`src/rtl/prbs_stream_gen_pkg.sv`:
```
// Shared types and helpers for the PRBS measurement-matrix stream generator.
// The n-step LFSR advance lives here so the core and any future consumers agree on bit order.
package prbs_pkg;

    typedef enum logic [1:0] {
        IDLE = 2'd0,
        RUN  = 2'd1,
        DONE = 2'd2
    } state_e;

    localparam int          PRBS_MAX_W = 32;
    localparam int          PRBS_IDX_W = $clog2(PRBS_MAX_W);
    localparam int          DEF_LFSR_W = 11;
    localparam logic [10:0] DEF_TAPS   = 11'h500;
    localparam logic [10:0] DEF_SEED   = 11'h7FF;

    typedef struct packed {
        logic [PRBS_MAX_W-1:0] state;
        logic [PRBS_MAX_W-1:0] bits;
    } lfsr_step_t;

    // Fibonacci LFSR advanced n times; bits[k] is the MSB seen before step k.
    function automatic lfsr_step_t lfsr_step_n(
        input logic [PRBS_MAX_W-1:0] state,
        input logic [PRBS_MAX_W-1:0] taps,
        input int unsigned           width,
        input int unsigned           n
    );
        lfsr_step_t            res;
        logic [PRBS_MAX_W-1:0] s;
        logic [PRBS_MAX_W-1:0] mask;
        logic                  fb;
        mask = {PRBS_MAX_W{1'b1}} >> (PRBS_MAX_W - width);
        s    = state & mask;
        res  = '0;
        fb   = 1'b0;
        for (int k = 0; k < PRBS_MAX_W; k++) begin
            if (k < int'(n)) begin
                res.bits[PRBS_IDX_W'(k)] = s[PRBS_IDX_W'(width - 1)];
                fb = ^(s & taps);
                s  = {s[PRBS_MAX_W-2:0], fb} & mask;
            end
        end
        res.state = s;
        return res;
    endfunction

endpackage

```
`src/rtl/prbs_stream_gen_if.sv`:
```
// Output stream bundle: one PRBS word per beat with row framing.
interface prbs_stream_gen_if #(
    parameter int OUT_BITS = 8,
    parameter int ROW_W    = 4
) ();
    logic                out_valid;
    logic                out_ready;
    logic [OUT_BITS-1:0] out_data;
    logic                out_last;
    logic [ROW_W-1:0]    row_idx;

    modport master (output out_valid, out_data, out_last, row_idx, input out_ready);
    modport slave  (input out_valid, out_data, out_last, row_idx, output out_ready);
endinterface

```
`src/rtl/prbs_stream_gen_lfsr_core.sv`:
```
// LFSR register with seed load (zero seed replaced by the default) and an
// OUT_BITS-step unrolled advance; the output word is decoded from the register alone.
module prbs_lfsr_core
    import prbs_pkg::*;
#(
    parameter int                LFSR_W       = DEF_LFSR_W,
    parameter logic [LFSR_W-1:0] TAPS         = DEF_TAPS,
    parameter logic [LFSR_W-1:0] DEFAULT_SEED = DEF_SEED,
    parameter int                OUT_BITS     = 8
) (
    input  logic                clk,
    input  logic                reset,
    input  logic                load_i,
    input  logic [LFSR_W-1:0]   seed_i,
    input  logic                advance_i,
    output logic [OUT_BITS-1:0] word_o
);

    lfsr_step_t        step;
    logic [LFSR_W-1:0] lfsr_q;
    logic [LFSR_W-1:0] lfsr_d;
    logic [LFSR_W-1:0] seed_eff;
    logic              unused_step;

    always_comb begin
        step = lfsr_step_n(PRBS_MAX_W'(lfsr_q), PRBS_MAX_W'(TAPS), LFSR_W, OUT_BITS);
    end

    assign lfsr_d      = step.state[LFSR_W-1:0];
    assign word_o      = step.bits[OUT_BITS-1:0];
    assign unused_step = ^step;
    // An all-zero state would lock the LFSR, so substitute the default seed.
    assign seed_eff    = (seed_i == '0) ? DEFAULT_SEED : seed_i;

    always_ff @(posedge clk) begin
        if (!reset) begin
            lfsr_q <= DEFAULT_SEED;
        end else if (load_i) begin
            lfsr_q <= seed_eff;
        end else if (advance_i) begin
            lfsr_q <= lfsr_d;
        end
    end

endmodule

```
`src/rtl/prbs_stream_gen.sv`:
```
// Streams the compressed-sensing measurement matrix row by row as OUT_BITS-wide
// PRBS words with valid/ready backpressure, row framing and one-shot/continuous modes.
module prbs_stream_gen
    import prbs_pkg::*;
#(
    parameter int                LFSR_W       = 11,
    parameter logic [LFSR_W-1:0] TAPS         = 11'h500,
    parameter logic [LFSR_W-1:0] DEFAULT_SEED = 11'h7FF,
    parameter int                OUT_BITS     = 8,
    parameter int                ROW_LEN      = 2048,
    parameter int                NUM_ROWS     = 12
) (
    input  logic              clk,
    input  logic              reset,
    input  logic              start,
    input  logic              cont,
    input  logic              stop,
    input  logic [LFSR_W-1:0] seed_in,
    prbs_stream_gen_if.master out_if,
    output logic              busy,
    output logic              done
);

    localparam int BEATS_PER_ROW = ROW_LEN / OUT_BITS;
    localparam int BEAT_W        = (BEATS_PER_ROW > 1) ? $clog2(BEATS_PER_ROW) : 1;
    localparam int ROW_W         = (NUM_ROWS > 1) ? $clog2(NUM_ROWS) : 1;

    state_e             state_q;
    logic [BEAT_W-1:0]  beat_q;
    logic [ROW_W-1:0]   row_q;
    logic               cont_q;
    logic               valid_q;
    logic               last_q;
    logic               busy_q;
    logic               done_q;
    logic               start_ok;
    logic               handshake;

    // stop outranks start in DONE; start is ignored in RUN.
    assign start_ok  = start && ((state_q == IDLE) || ((state_q == DONE) && !stop));
    assign handshake = (state_q == RUN) && !stop && valid_q && out_if.out_ready;

    prbs_lfsr_core #(
        .LFSR_W       (LFSR_W),
        .TAPS         (TAPS),
        .DEFAULT_SEED (DEFAULT_SEED),
        .OUT_BITS     (OUT_BITS)
    ) u_core (
        .clk       (clk),
        .reset     (reset),
        .load_i    (start_ok),
        .seed_i    (seed_in),
        .advance_i (handshake),
        .word_o    (out_if.out_data)
    );

    always_ff @(posedge clk) begin
        if (!reset) begin
            state_q <= IDLE;
            beat_q  <= '0;
            row_q   <= '0;
            cont_q  <= 1'b0;
            valid_q <= 1'b0;
            last_q  <= 1'b0;
            busy_q  <= 1'b0;
            done_q  <= 1'b0;
        end else begin
            case (state_q)
                IDLE, DONE: begin
                    if (stop && state_q == DONE) begin
                        state_q <= IDLE;
                        done_q  <= 1'b0;
                    end else if (start_ok) begin
                        state_q <= RUN;
                        beat_q  <= '0;
                        row_q   <= '0;
                        cont_q  <= cont;
                        valid_q <= 1'b1;
                        last_q  <= (BEATS_PER_ROW == 1);
                        busy_q  <= 1'b1;
                        done_q  <= 1'b0;
                    end
                end
                RUN: begin
                    if (stop) begin
                        state_q <= IDLE;
                        valid_q <= 1'b0;
                        last_q  <= 1'b0;
                        busy_q  <= 1'b0;
                    end else if (handshake) begin
                        if (last_q) begin
                            beat_q <= '0;
                            last_q <= (BEATS_PER_ROW == 1);
                            if (int'(row_q) == NUM_ROWS - 1) begin
                                row_q <= '0;
                                if (!cont_q) begin
                                    state_q <= DONE;
                                    valid_q <= 1'b0;
                                    last_q  <= 1'b0;
                                    busy_q  <= 1'b0;
                                    done_q  <= 1'b1;
                                end
                            end else begin
                                row_q <= row_q + 1'b1;
                            end
                        end else begin
                            beat_q <= beat_q + 1'b1;
                            last_q <= (int'(beat_q) == BEATS_PER_ROW - 2);
                        end
                    end
                end
                default: begin
                    state_q <= IDLE;
                    valid_q <= 1'b0;
                    last_q  <= 1'b0;
                    busy_q  <= 1'b0;
                    done_q  <= 1'b0;
                end
            endcase
        end
    end

    assign out_if.out_valid = valid_q;
    assign out_if.out_last  = last_q;
    assign out_if.row_idx   = row_q;
    assign busy             = busy_q;
    assign done             = done_q;

endmodule

```
`src/flat_wrapper.sv`:
```
// flat-port wrapper written by rule: the top's interface ports become plain ports
module prbs_stream_gen_flat import prbs_pkg::*;
#(
    parameter int                LFSR_W       = 11,
    parameter logic [LFSR_W-1:0] TAPS         = 11'h500,
    parameter logic [LFSR_W-1:0] DEFAULT_SEED = 11'h7FF,
    parameter int                OUT_BITS     = 8,
    parameter int                ROW_LEN      = 2048,
    parameter int                NUM_ROWS     = 12
)
  (clk, reset, start, cont, stop, seed_in, busy, done, out_if_out_valid, out_if_out_data, out_if_out_last, out_if_row_idx, out_if_out_ready);
  prbs_stream_gen_if #(.OUT_BITS(OUT_BITS), .ROW_W((4))) out_if_i ();
  input  logic clk;
  input  logic reset;
  input  logic start;
  input  logic cont;
  input  logic stop;
  input  logic [LFSR_W-1:0] seed_in;
  output logic busy;
  output logic done;
  output wire logic [$bits(out_if_i.out_valid)-1:0] out_if_out_valid;
  output wire logic [$bits(out_if_i.out_data)-1:0] out_if_out_data;
  output wire logic [$bits(out_if_i.out_last)-1:0] out_if_out_last;
  output wire logic [$bits(out_if_i.row_idx)-1:0] out_if_row_idx;
  input wire logic [$bits(out_if_i.out_ready)-1:0] out_if_out_ready;
  assign out_if_out_valid = out_if_i.out_valid;
  assign out_if_out_data = out_if_i.out_data;
  assign out_if_out_last = out_if_i.out_last;
  assign out_if_row_idx = out_if_i.row_idx;
  assign out_if_i.out_ready = out_if_out_ready;
  prbs_stream_gen #(.LFSR_W(LFSR_W), .TAPS(TAPS), .DEFAULT_SEED(DEFAULT_SEED), .OUT_BITS(OUT_BITS), .ROW_LEN(ROW_LEN), .NUM_ROWS(NUM_ROWS)) u_core (.clk(clk), .reset(reset), .start(start), .cont(cont), .stop(stop), .seed_in(seed_in), .out_if(out_if_i), .busy(busy), .done(done));
endmodule
```
`config.mk`:
```
export PLATFORM = sky130hd
export DESIGN_NAME = prbs_stream_gen_flat
export DESIGN_NICKNAME = d
export VERILOG_FILES = /design/src/rtl/prbs_stream_gen_pkg.sv /design/src/rtl/prbs_stream_gen_if.sv /design/src/rtl/prbs_stream_gen_lfsr_core.sv /design/src/rtl/prbs_stream_gen.sv /design/src/flat_wrapper.sv
export SDC_FILE = /design/constraint.sdc
export NUM_CORES = 1
export LEC_CHECK = 0
export ABC_AREA = 1
export CAP_MARGIN = 20
export CORE_MARGIN = 8
export CORE_UTILIZATION = 45
export CTS_CLUSTER_SIZE = 40
export DETAILED_ROUTE_END_ITERATION = 12
export PLACE_DENSITY = 0.71
export SYNTH_ARGS = -nofsm -noshare
export SYNTH_HDL_FRONTEND = slang
export SYNTH_SLANG_ARGS = --single-unit
```
`constraint.sdc`:
```
create_clock -name clk -period 1.9 [get_ports clk]
set_input_delay 0.475 -clock clk [delete_from_list [all_inputs] [get_ports clk]]
set_output_delay 0.475 -clock clk [all_outputs]
set_load 0.05 [all_outputs]
```
==> results.toml, run 1 <==
[status]
status = "finished, final reports clean"

[setup_path]
timing.rr.start = "u_core.out_if.row_idx[0]"
crit_fanout = 6
max_stage_delay_ps = 480
cp.required_ps = 2080
path_class = "primary input to flip-flop"
r2r_end = "u_core.state_q[1]"
rrSetupSlack_ps = 470
critPathBufInv = 3
cp-start-kind = "primary input"
crit_chain = "clkdlybuf4s50_1, inv_1, nor2_1, nand2_2, nand2_1, nand3_2, nand2_2, clkinv_1, nand2_1, nor2_2"
critical_path.slowest_cell = "clkdlybuf4s50_1"
path_delay_family = "simple AND/OR/NAND/NOR gates"
cp.arrival_ps = 1810
cp-end-kind = "flip-flop"
reg2reg_depth = 7

[routing]
vias = 1717
vias_per_cell = 4.73
antenna_left = 0
drc_errors = 0
wl_per_cell_um = 11.3
first_iter_violations = 91
wl_um = 4090
first_pass_iters = 4

[floorplan]
coreArea_um2 = 3690
std_cell_rows = 22
ios = 33
die-area_um2 = 6130
initial_core_util = 0.474
die_x_um = 78.3
die_h_um = 78.3

[power]
p_leak_nw = 1.04
power_density_nw_per_um2 = 781
power_mw = 1.71
vdd_drop_max_uv = 492

[clock_network]
worstSkewPairLatency_ps = 290
cts_tree = "built"
ctsResizeCount = 0
cts_hold_buffers = 0
htree_num_levels = 2
postCtsSetupBuffers = 0
clk_pin_slew_ps = 60
clock_path_buffers = 2
clock-sinks = 29
cts_root_buffer = "clkbuf_8"
cts_buffers = 5

[synthesis]
avgSynthCellArea_um2 = 6.33
synthAdderAreaFrac = 0.0215
synth_area_um2 = 1750
synth_seq_cells = 29
synth_cell_type_count = 26
synth_edf_count = 0
synthFlopType = "dfxtp_1"
yosys.area_share.simple = 0.368
synthXorXnorAreaFrac = 0.0401
synth_top_family_by_area = "simple AND/OR/NAND/NOR gates"
synth_mux_area_frac = 0
synth_compound_area_frac = 0.124
yosys_warnings = 0
synthCells = 276
syn_nets = 296
async_reset_ff_frac = 0
synth-seq-area-share = 0.332

[global_route]
gr-usage-all-layers = 0.148
grt_pass1_vias = 1737
grt_max_degree = 25
antenna_found_initial = 0
grt_overflow_total = 0
grt_pass1_wl_um = 7490

[cells_and_area]
diodes = 0
fin_util = 0.595
nNetsFinal = 334
syn_to_final_growth_pct = 25.6
fill_cells = 365
multi_input_area_um2 = 967
drive_gt1_frac = 0.149
regArea_um2 = 581

[timing]
fin_skew_ps = 5.90
slew_viol_final = 0
fin_crit_sh = 0.857
setup_violations = 0
worst_pin_slew_ps = 348
hold_viol = 0
period_minus_slack_ps = 1630
fmax_mhz = 614
rsz0062_at_grt = "no"
slew_headroom = 0.767

[worst_hold_path]
hold_class = "flip-flop to flip-flop"
holdPathStages = 2
hold_end = "u_core.done"
hold_path_startpoint = "u_core.done"

[job]
drv_cap = 0

[place]
dp.final_hpwl_um = 3110
place.gp.congestion = 0.816
io_buffers = 32
metrics by stage:
| step | setup TNS [ps] | instances | instance area, um2 | hold slack [ps] | setup WS (ps) |
|---|---|---|---|---|---|
| floorplan | 0 | 276 | 1750 | 429 | 262 |
| CTS | 0 | 363 | 2190 | 460 | 270 |
| detailed placement | -58.7 | 355 | 2090 | 451 | -38.6 |
| global route | 0 | 363 | 2190 | 510 | 167 |
| global placement | -44.1 | 355 | 2090 | 447 | -28.1 |
| finish | 0 | 363 | 2190 | 458 | 272 |
flip-flops by register name, indices dropped and copies added, names as in the netlist:
signal / cells
u_core.out_if.out_valid: 1
u_core.out_if.row_idx: 4
u_core.done: 1
u_core.beat_q: 8
u_core.cont_q: 1
u_core.u_core.lfsr_q: 11
u_core.state_q: 2
u_core.out_if.out_last: 1
placed cells by master (no fill, tap or decap), types with 2 or more instances in the layout:
cell / netlist / routed
nor2_4: 2 / 2
inv_2: 3 / 3
clkbuf_8: 0 / 7
nor3_1: 3 / 3
buf_4: 2 / 22
nand2_1: 87 / 87
ha_1: 3 / 3
nand3_1: 15 / 15
clkdlybuf4s50_1: 0 / 16
dfxtp_1: 29 / 29
inv_1: 33 / 33
nand2_2: 3 / 3
o21ai_0: 23 / 23
a21oi_1: 15 / 15
nor2_1: 31 / 31
xnor2_1: 8 / 8
nor2_2: 2 / 2
nand2_4: 3 / 3
synthesized netlist by cell type, types with 2 or more instances:
library cell | count | area (um2)
dfxtp_1 | 29 | 581
ha_1 | 3 | 37.5
nor3_1 | 3 | 15.0
buf_4 | 2 | 15.0
nor2_1 | 31 | 116
buf_6 | 3 | 33.8
inv_1 | 33 | 124
o21ai_0 | 23 | 115
nor2_2 | 2 | 12.5
nand2_4 | 3 | 33.8
inv_2 | 3 | 11.3
clkbuf_1 | 3 | 11.3
xnor2_1 | 8 | 70.1
a21oi_1 | 15 | 75.1
nand2_1 | 87 | 327
nand3_1 | 15 | 75.1
nor2_4 | 2 | 22.5
nand2_2 | 3 | 18.8
area by class of cell:
| cell class | count | area share |
|---|---|---|
| tap | 48 | 0.0274 |
| timing repair buffer | 39 | 0.157 |
| clock buffer | 7 | 0.0439 |
| clock inverter | 1 | 0.00228 |
| multi-input combinational | 202 | 0.441 |
| sequential | 29 | 0.265 |
| inverter | 37 | 0.0633 |
worst max-delay path by stage:
stage / slack [ps] / end / depth (start not counted) / startpoint
3_5_place_dp: -40 / u_core.beat_q[7] / 8 / out_if_out_ready
2_1_floorplan: 260 / u_core.out_if.out_valid / 8 / u_core.out_if.row_idx[0]
6_report: 270 / u_core.beat_q[7] / 10 / start
5_1_grt: 170 / u_core.u_core.lfsr_q[4] / 10 / stop
4_1_cts: 270 / u_core.beat_q[7] / 10 / start
3_3_place_gp: -30 / u_core.beat_q[7] / 8 / out_if_out_ready
report_power, final:
part           total (mW)  internal, mW  switching (mW)
sequential          0.700         0.651          0.0491
clock               0.560         0.327           0.233
combinational       0.452         0.172           0.280
total                1.71          1.15           0.563
kinds of logic after synthesis:
group | after synthesis
and+or+nand+nor | 149
adders and majority gates | 3
AOI/OAI and AO/OA | 42
xor gates and xnor gates | 8
DFF | 29
buffers and inverters | 45
worst register-to-register path, cell delays in order, from the launching register on:
cell and delay [ps]:
dfxtp_1 430, ha_1 250, nand3_1 150, nor2_1 150, nand2_1 60, nand2_1 120
nand2_1 60, a21oi_1 130
routing by layer:
| metal | global-route usage | part of all wire |
|---|---|---|
| met4 | 0.0667 | 0.014 |
| met2 | 0.242 | 0.45 |
| met1 | 0.177 | 0.50 |
| met5 | 0 | 0 |
| met3 | 0.0387 | 0.032 |
Note: power is estimated with default switching activity, not from simulation.
==> run 2: changes to the inputs <==
GPL_TIMING_DRIVEN = 0   (was not set)
==> run 2 against run 1 <==
Sequential power hardly changed. Sequential cell count unchanged. Sequential share of layout area barely moved. First-iteration DRC count decreased by 11%. Fmax decreased by 8.3%. Global-route usage about the same. Count of clock-buffer cells in the layout is the same. Final cell count unchanged. Setup slack worse by 150 ps. Clock skew shrank 1.8 ps. Critical path type is now flip-flop to output port. Critical endpoint is now out_if_row_idx[2].
==> results.toml, run 2 (synthesis gave the netlist of run 1 again) <==
[power]
intPower_mw = 1.10
power_mw = 1.66
clkPwrFrac = 0.309
p_switching_mw = 0.561
p_sw_frac = 0.338
p_leak_nw = 1.05
p_comb_frac = 0.270
p_seq_frac = 0.421
power_density_nw_per_um2 = 756
vdd_drop_max_uv = 532

[setup_path]
cp-start-kind = "flip-flop"
crit_fanout = 7
reg2reg_depth = 8
cp.depth = 1
cp-end-kind = "output port"
max_stage_delay_ps = 570
crit_chain = "dlygate4sd2_1"
critical_path.slowest_cell = "dlygate4sd2_1"
path_delay_family = "buffers and inverters"
critPathBufInv = 1
path_class = "flip-flop to output port"
cp.arrival_ps = 1300
rrSetupSlack_ps = 450
cp.required_ps = 1420

[place]
io_buffers = 32
placedCellCount = 356
dp.final_hpwl_um = 3220
place.gp.congestion = 0.787
post-place-ws_ps = -99.2

[clock_network]
clk_pin_slew_ps = 60
cts_tree = "built"
htree_num_levels = 2
worstSkewPairLatency_ps = 280
cts_hold_buffers = 0
clock-sinks = 29
cts_buffers = 5
cts_root_buffer = "clkbuf_8"
clock_path_buffers = 2
postCtsSetupBuffers = 0

[cells_and_area]
syn_to_final_growth_pct = 25.8
nNetsFinal = 335
fin_util = 0.596
multi_input_area_um2 = 967
final_cell_count_no_fill = 363
fill_cells = 353
top_register = "u_core.u_core.lfsr_q"
final_cell_mix = "nand2_1, inv_1, nor2_1"
drive_gt1_frac = 0.0857
largest_reg_flops = 11
diodes = 0
mostFrequentLayoutCell = "nand2_1"
regArea_um2 = 581

[routing]
vias_per_cell = 4.82
wl_um = 4350
first_pass_iters = 4
vias = 1748
antenna_left = 0
wl_per_cell_um = 12.0
first_iter_violations = 81
drc_errors = 0

[job]
drv_cap = 0

[floorplan]
die_h_um = 78.3
ios = 33
die-area_um2 = 6130
coreArea_um2 = 3690
std_cell_rows = 22
initial_core_util = 0.474
die_x_um = 78.3

[timing]
setup_violations = 0
fin_skew_ps = 4.15
worst_pin_slew_ps = 509
slew_headroom = 0.660
period_minus_slack_ps = 1780
setup_ws_ps = 124
slew_viol_final = 0
rsz0062_at_grt = "no"
hold_viol = 0
fin_crit_sh = 0.935
whs_ps = 447
fmax_mhz = 563

[worst_hold_path]
hold_class = "flip-flop to flip-flop"
holdPathStages = 2

[global_route]
grt_pass1_vias = 1615
gr-usage-all-layers = 0.148
grt_overflow_total = 0
grt_pass1_wl_um = 7360
grt_max_degree = 11
antenna_found_initial = 0

[status]
status = "finished, final reports clean"
## run 2: cell types whose count changed in the layout (fill, tap and decap cells not counted), sizes merged
cell          change
buf              -18
dlygate4sd2      +15
clkbuf            +3
clkinv            -1
dlymetal6s2s      +1
## run 2: worst paths after layout
| path | from | to |
|---|---|---|
| max | u_core.out_if.row_idx[2] | out_if_row_idx[2] |
| min | u_core.done | u_core.done |
| max reg2reg | u_core.out_if.row_idx[0] | u_core.out_if.out_valid |
| min reg2reg | u_core.done | u_core.done |
## run 2: through the flow
| stage | setup TNS [ps] | instance area, um2 |
|---|---|---|
| 2_1_floorplan | 0 | 1750 |
| 3_3_place_gp | -973 | 2130 |
| 3_5_place_dp | -763 | 2130 |
| 4_1_cts | 0 | 2190 |
| 5_1_grt | 0 | 2200 |
| 6_report | 0 | 2200 |
## run 2: routing by layer
layer | wire length (um) | global-route usage
met5 | 0 | 0
met4 | 62 | 0.0704
met3 | 247 | 0.0456
met2 | 1990 | 0.232
met1 | 2050 | 0.181
## run 2: power by group through the flow
stage               clock, mW  combinational [mW]  sequential, mW
detailed placement          0               0.463           0.712
global route            0.562               0.495           0.707
floorplan                   0               0.241           0.788
CTS                     0.525               0.449           0.700
global placement            0               0.462           0.712
finish                  0.513               0.448           0.700
## run 2: final cells by class
class | instances | share of cell area
Sequential cell | 29 | 0.264
Tap cell | 48 | 0.0273
Clock buffer | 7 | 0.0393
Timing Repair Buffer | 32 | 0.138
Inverter | 37 | 0.0632
Buffer | 8 | 0.0273
Multi-Input combinational cell | 202 | 0.440
## run 2: what timing repair did
item / in CTS / in global routing
resized for setup: 15 / 1
cloned: 0 / 0
setup endpoints to repair: 15 / 1
==> run 3: changes to the inputs <==
CORE_UTILIZATION = 56   (was 45)
PLACE_DENSITY = 0.85   (was 0.71)
==> run 3 against run 2 <==
Sequential share of layout area grew 0.29 points. Count of clock-buffer cells in the layout is the same. Final area shrank 1.1%. Critical endpoint unchanged. Largest power group unchanged. Highest routed layer unchanged.
==> results.toml, run 3 (synthesis gave the netlist of run 1 again) <==
[cells_and_area]
final_cell_mix = "nand2_1, inv_1, nor2_1"
diodes = 0
syn_to_final_growth_pct = 24.4
top_register = "u_core.u_core.lfsr_q"
nNetsFinal = 335
largest_reg_flops = 11
drive_gt1_frac = 0.0886
mostFrequentLayoutCell = "nand2_1"
design_area_um2 = 2170

[setup_path]
path_delay_family = "buffers and inverters"
max_stage_delay_ps = 560
critPathBufInv = 1
cp-end-kind = "output port"
crit_fanout = 7
timing.rr.start = "u_core.out_if.row_idx[0]"
crit_chain = "dlygate4sd2_1"
cp-start-kind = "flip-flop"
r2r_end = "u_core.out_if.out_valid"
critical_path.slowest_cell = "dlygate4sd2_1"
reg2reg_depth = 8
cp.required_ps = 1420
rrSetupSlack_ps = 430
cp.arrival_ps = 1350
path_class = "flip-flop to output port"

[worst_hold_path]
holdPathStages = 2
hold_path_startpoint = "u_core.done"
hold_end = "u_core.done"
hold_class = "flip-flop to flip-flop"

[status]
status = "finished, final reports clean"

[clock_network]
clock_path_buffers = 2
worstSkewPairLatency_ps = 340
cts_tree = "built"
cts_buffers = 5
htree_num_levels = 2
cts_root_buffer = "clkbuf_4"
postCtsSetupBuffers = 0
clock-sinks = 29
clk_pin_slew_ps = 100

[timing]
fmax_mhz = 547
fin_crit_sh = 0.963
setup_ws_ps = 70.3
setup_violations = 0
hold_viol = 0
slew_viol_final = 0
rsz0062_at_grt = "no"
whs_ps = 467
fin_skew_ps = 10.9
period_minus_slack_ps = 1830
worst_pin_slew_ps = 502
slew_headroom = 0.666

[routing]
first_pass_iters = 4
wl_um = 4410
antenna_left = 0
vias = 1825
wl_per_cell_um = 12.6
vias_per_cell = 5.23
drc_errors = 0
first_iter_violations = 124

[place]
place.gp.congestion = 0.851
post-place-ws_ps = -78.5
dp.final_hpwl_um = 3230
place_area_um2 = 2110
io_buffers = 32

[floorplan]
ios = 33
initial_core_util = 0.582
die-area_um2 = 5160
std_cell_rows = 20
coreArea_um2 = 3000
die_x_um = 71.9
die_h_um = 71.9

[global_route]
grt_max_degree = 11
gr-usage-all-layers = 0.179
antenna_found_initial = 0
grt_overflow_total = 0
grt_pass1_wl_um = 7530
grt_pass1_vias = 1660

[power]
power_mw = 1.69
vdd_drop_max_uv = 483
power_density_nw_per_um2 = 780
p_leak_nw = 1.04

[job]
drv_cap = 0
## run 3: cell types whose count changed in the layout (fill, tap and decap cells not counted), sizes merged
cell,delta
bufinv,+1
dlymetal6s2s,-1
dlygate4sd2,+1
## run 3: what timing repair did
action,CTS,global route
hold buffers,0,0
hold endpoints to repair,0,0
resized for setup,16,0
endpoints found under the setup margin,16,0
## run 3: worst max-delay path by stage
| stage | startpoint | to | slack, ps | depth (start not counted) |
|---|---|---|---|---|
| CTS | u_core.out_if.row_idx[2] | out_if_row_idx[2] | 60 | 1 |
| detailed placement | stop | u_core.u_core.lfsr_q[2] | -80 | 8 |
| finish | u_core.out_if.row_idx[2] | out_if_row_idx[2] | 70 | 1 |
| global placement | stop | u_core.u_core.lfsr_q[4] | -80 | 8 |
| floorplan | u_core.out_if.row_idx[0] | u_core.out_if.out_valid | 260 | 8 |
| global route | u_core.out_if.row_idx[2] | out_if_row_idx[2] | 30 | 1 |
## run 3: final cells by class
| class | count | area, um2 |
|---|---|---|
| multi-input cells | 202 | 967 |
| fillers | 266 | 830 |
| flip-flops and latches | 29 | 581 |
| repair buffers | 32 | 300 |
| inverters | 37 | 139 |
| plain buffers | 8 | 60.1 |
| clock buffers | 7 | 55.1 |
| well taps | 33 | 41.3 |
| clock inverters | 1 | 30.0 |
## run 3: power breakdown
group          switching [mW]  internal, mW
sequential             0.0476         0.650
combinational           0.289         0.162
clock                   0.231         0.314
total                   0.568          1.13
## run 3: metal layers
layer	GRT usage	part of all wire	routed length, um
met1	0.218	0.46	2040
met2	0.287	0.46	2010
met3	0.0586	0.065	286
met4	0.0590	0.017	76
met5	0	0	0
## run 3: metrics by stage
step           TNS (ps)  std cells  utilization
2_1_floorplan         0        276            -
3_3_place_gp       -654        341        0.702
3_5_place_dp       -648        341        0.702
4_1_cts               0        349        0.724
5_1_grt               0        349        0.724
6_report              0        349        0.724
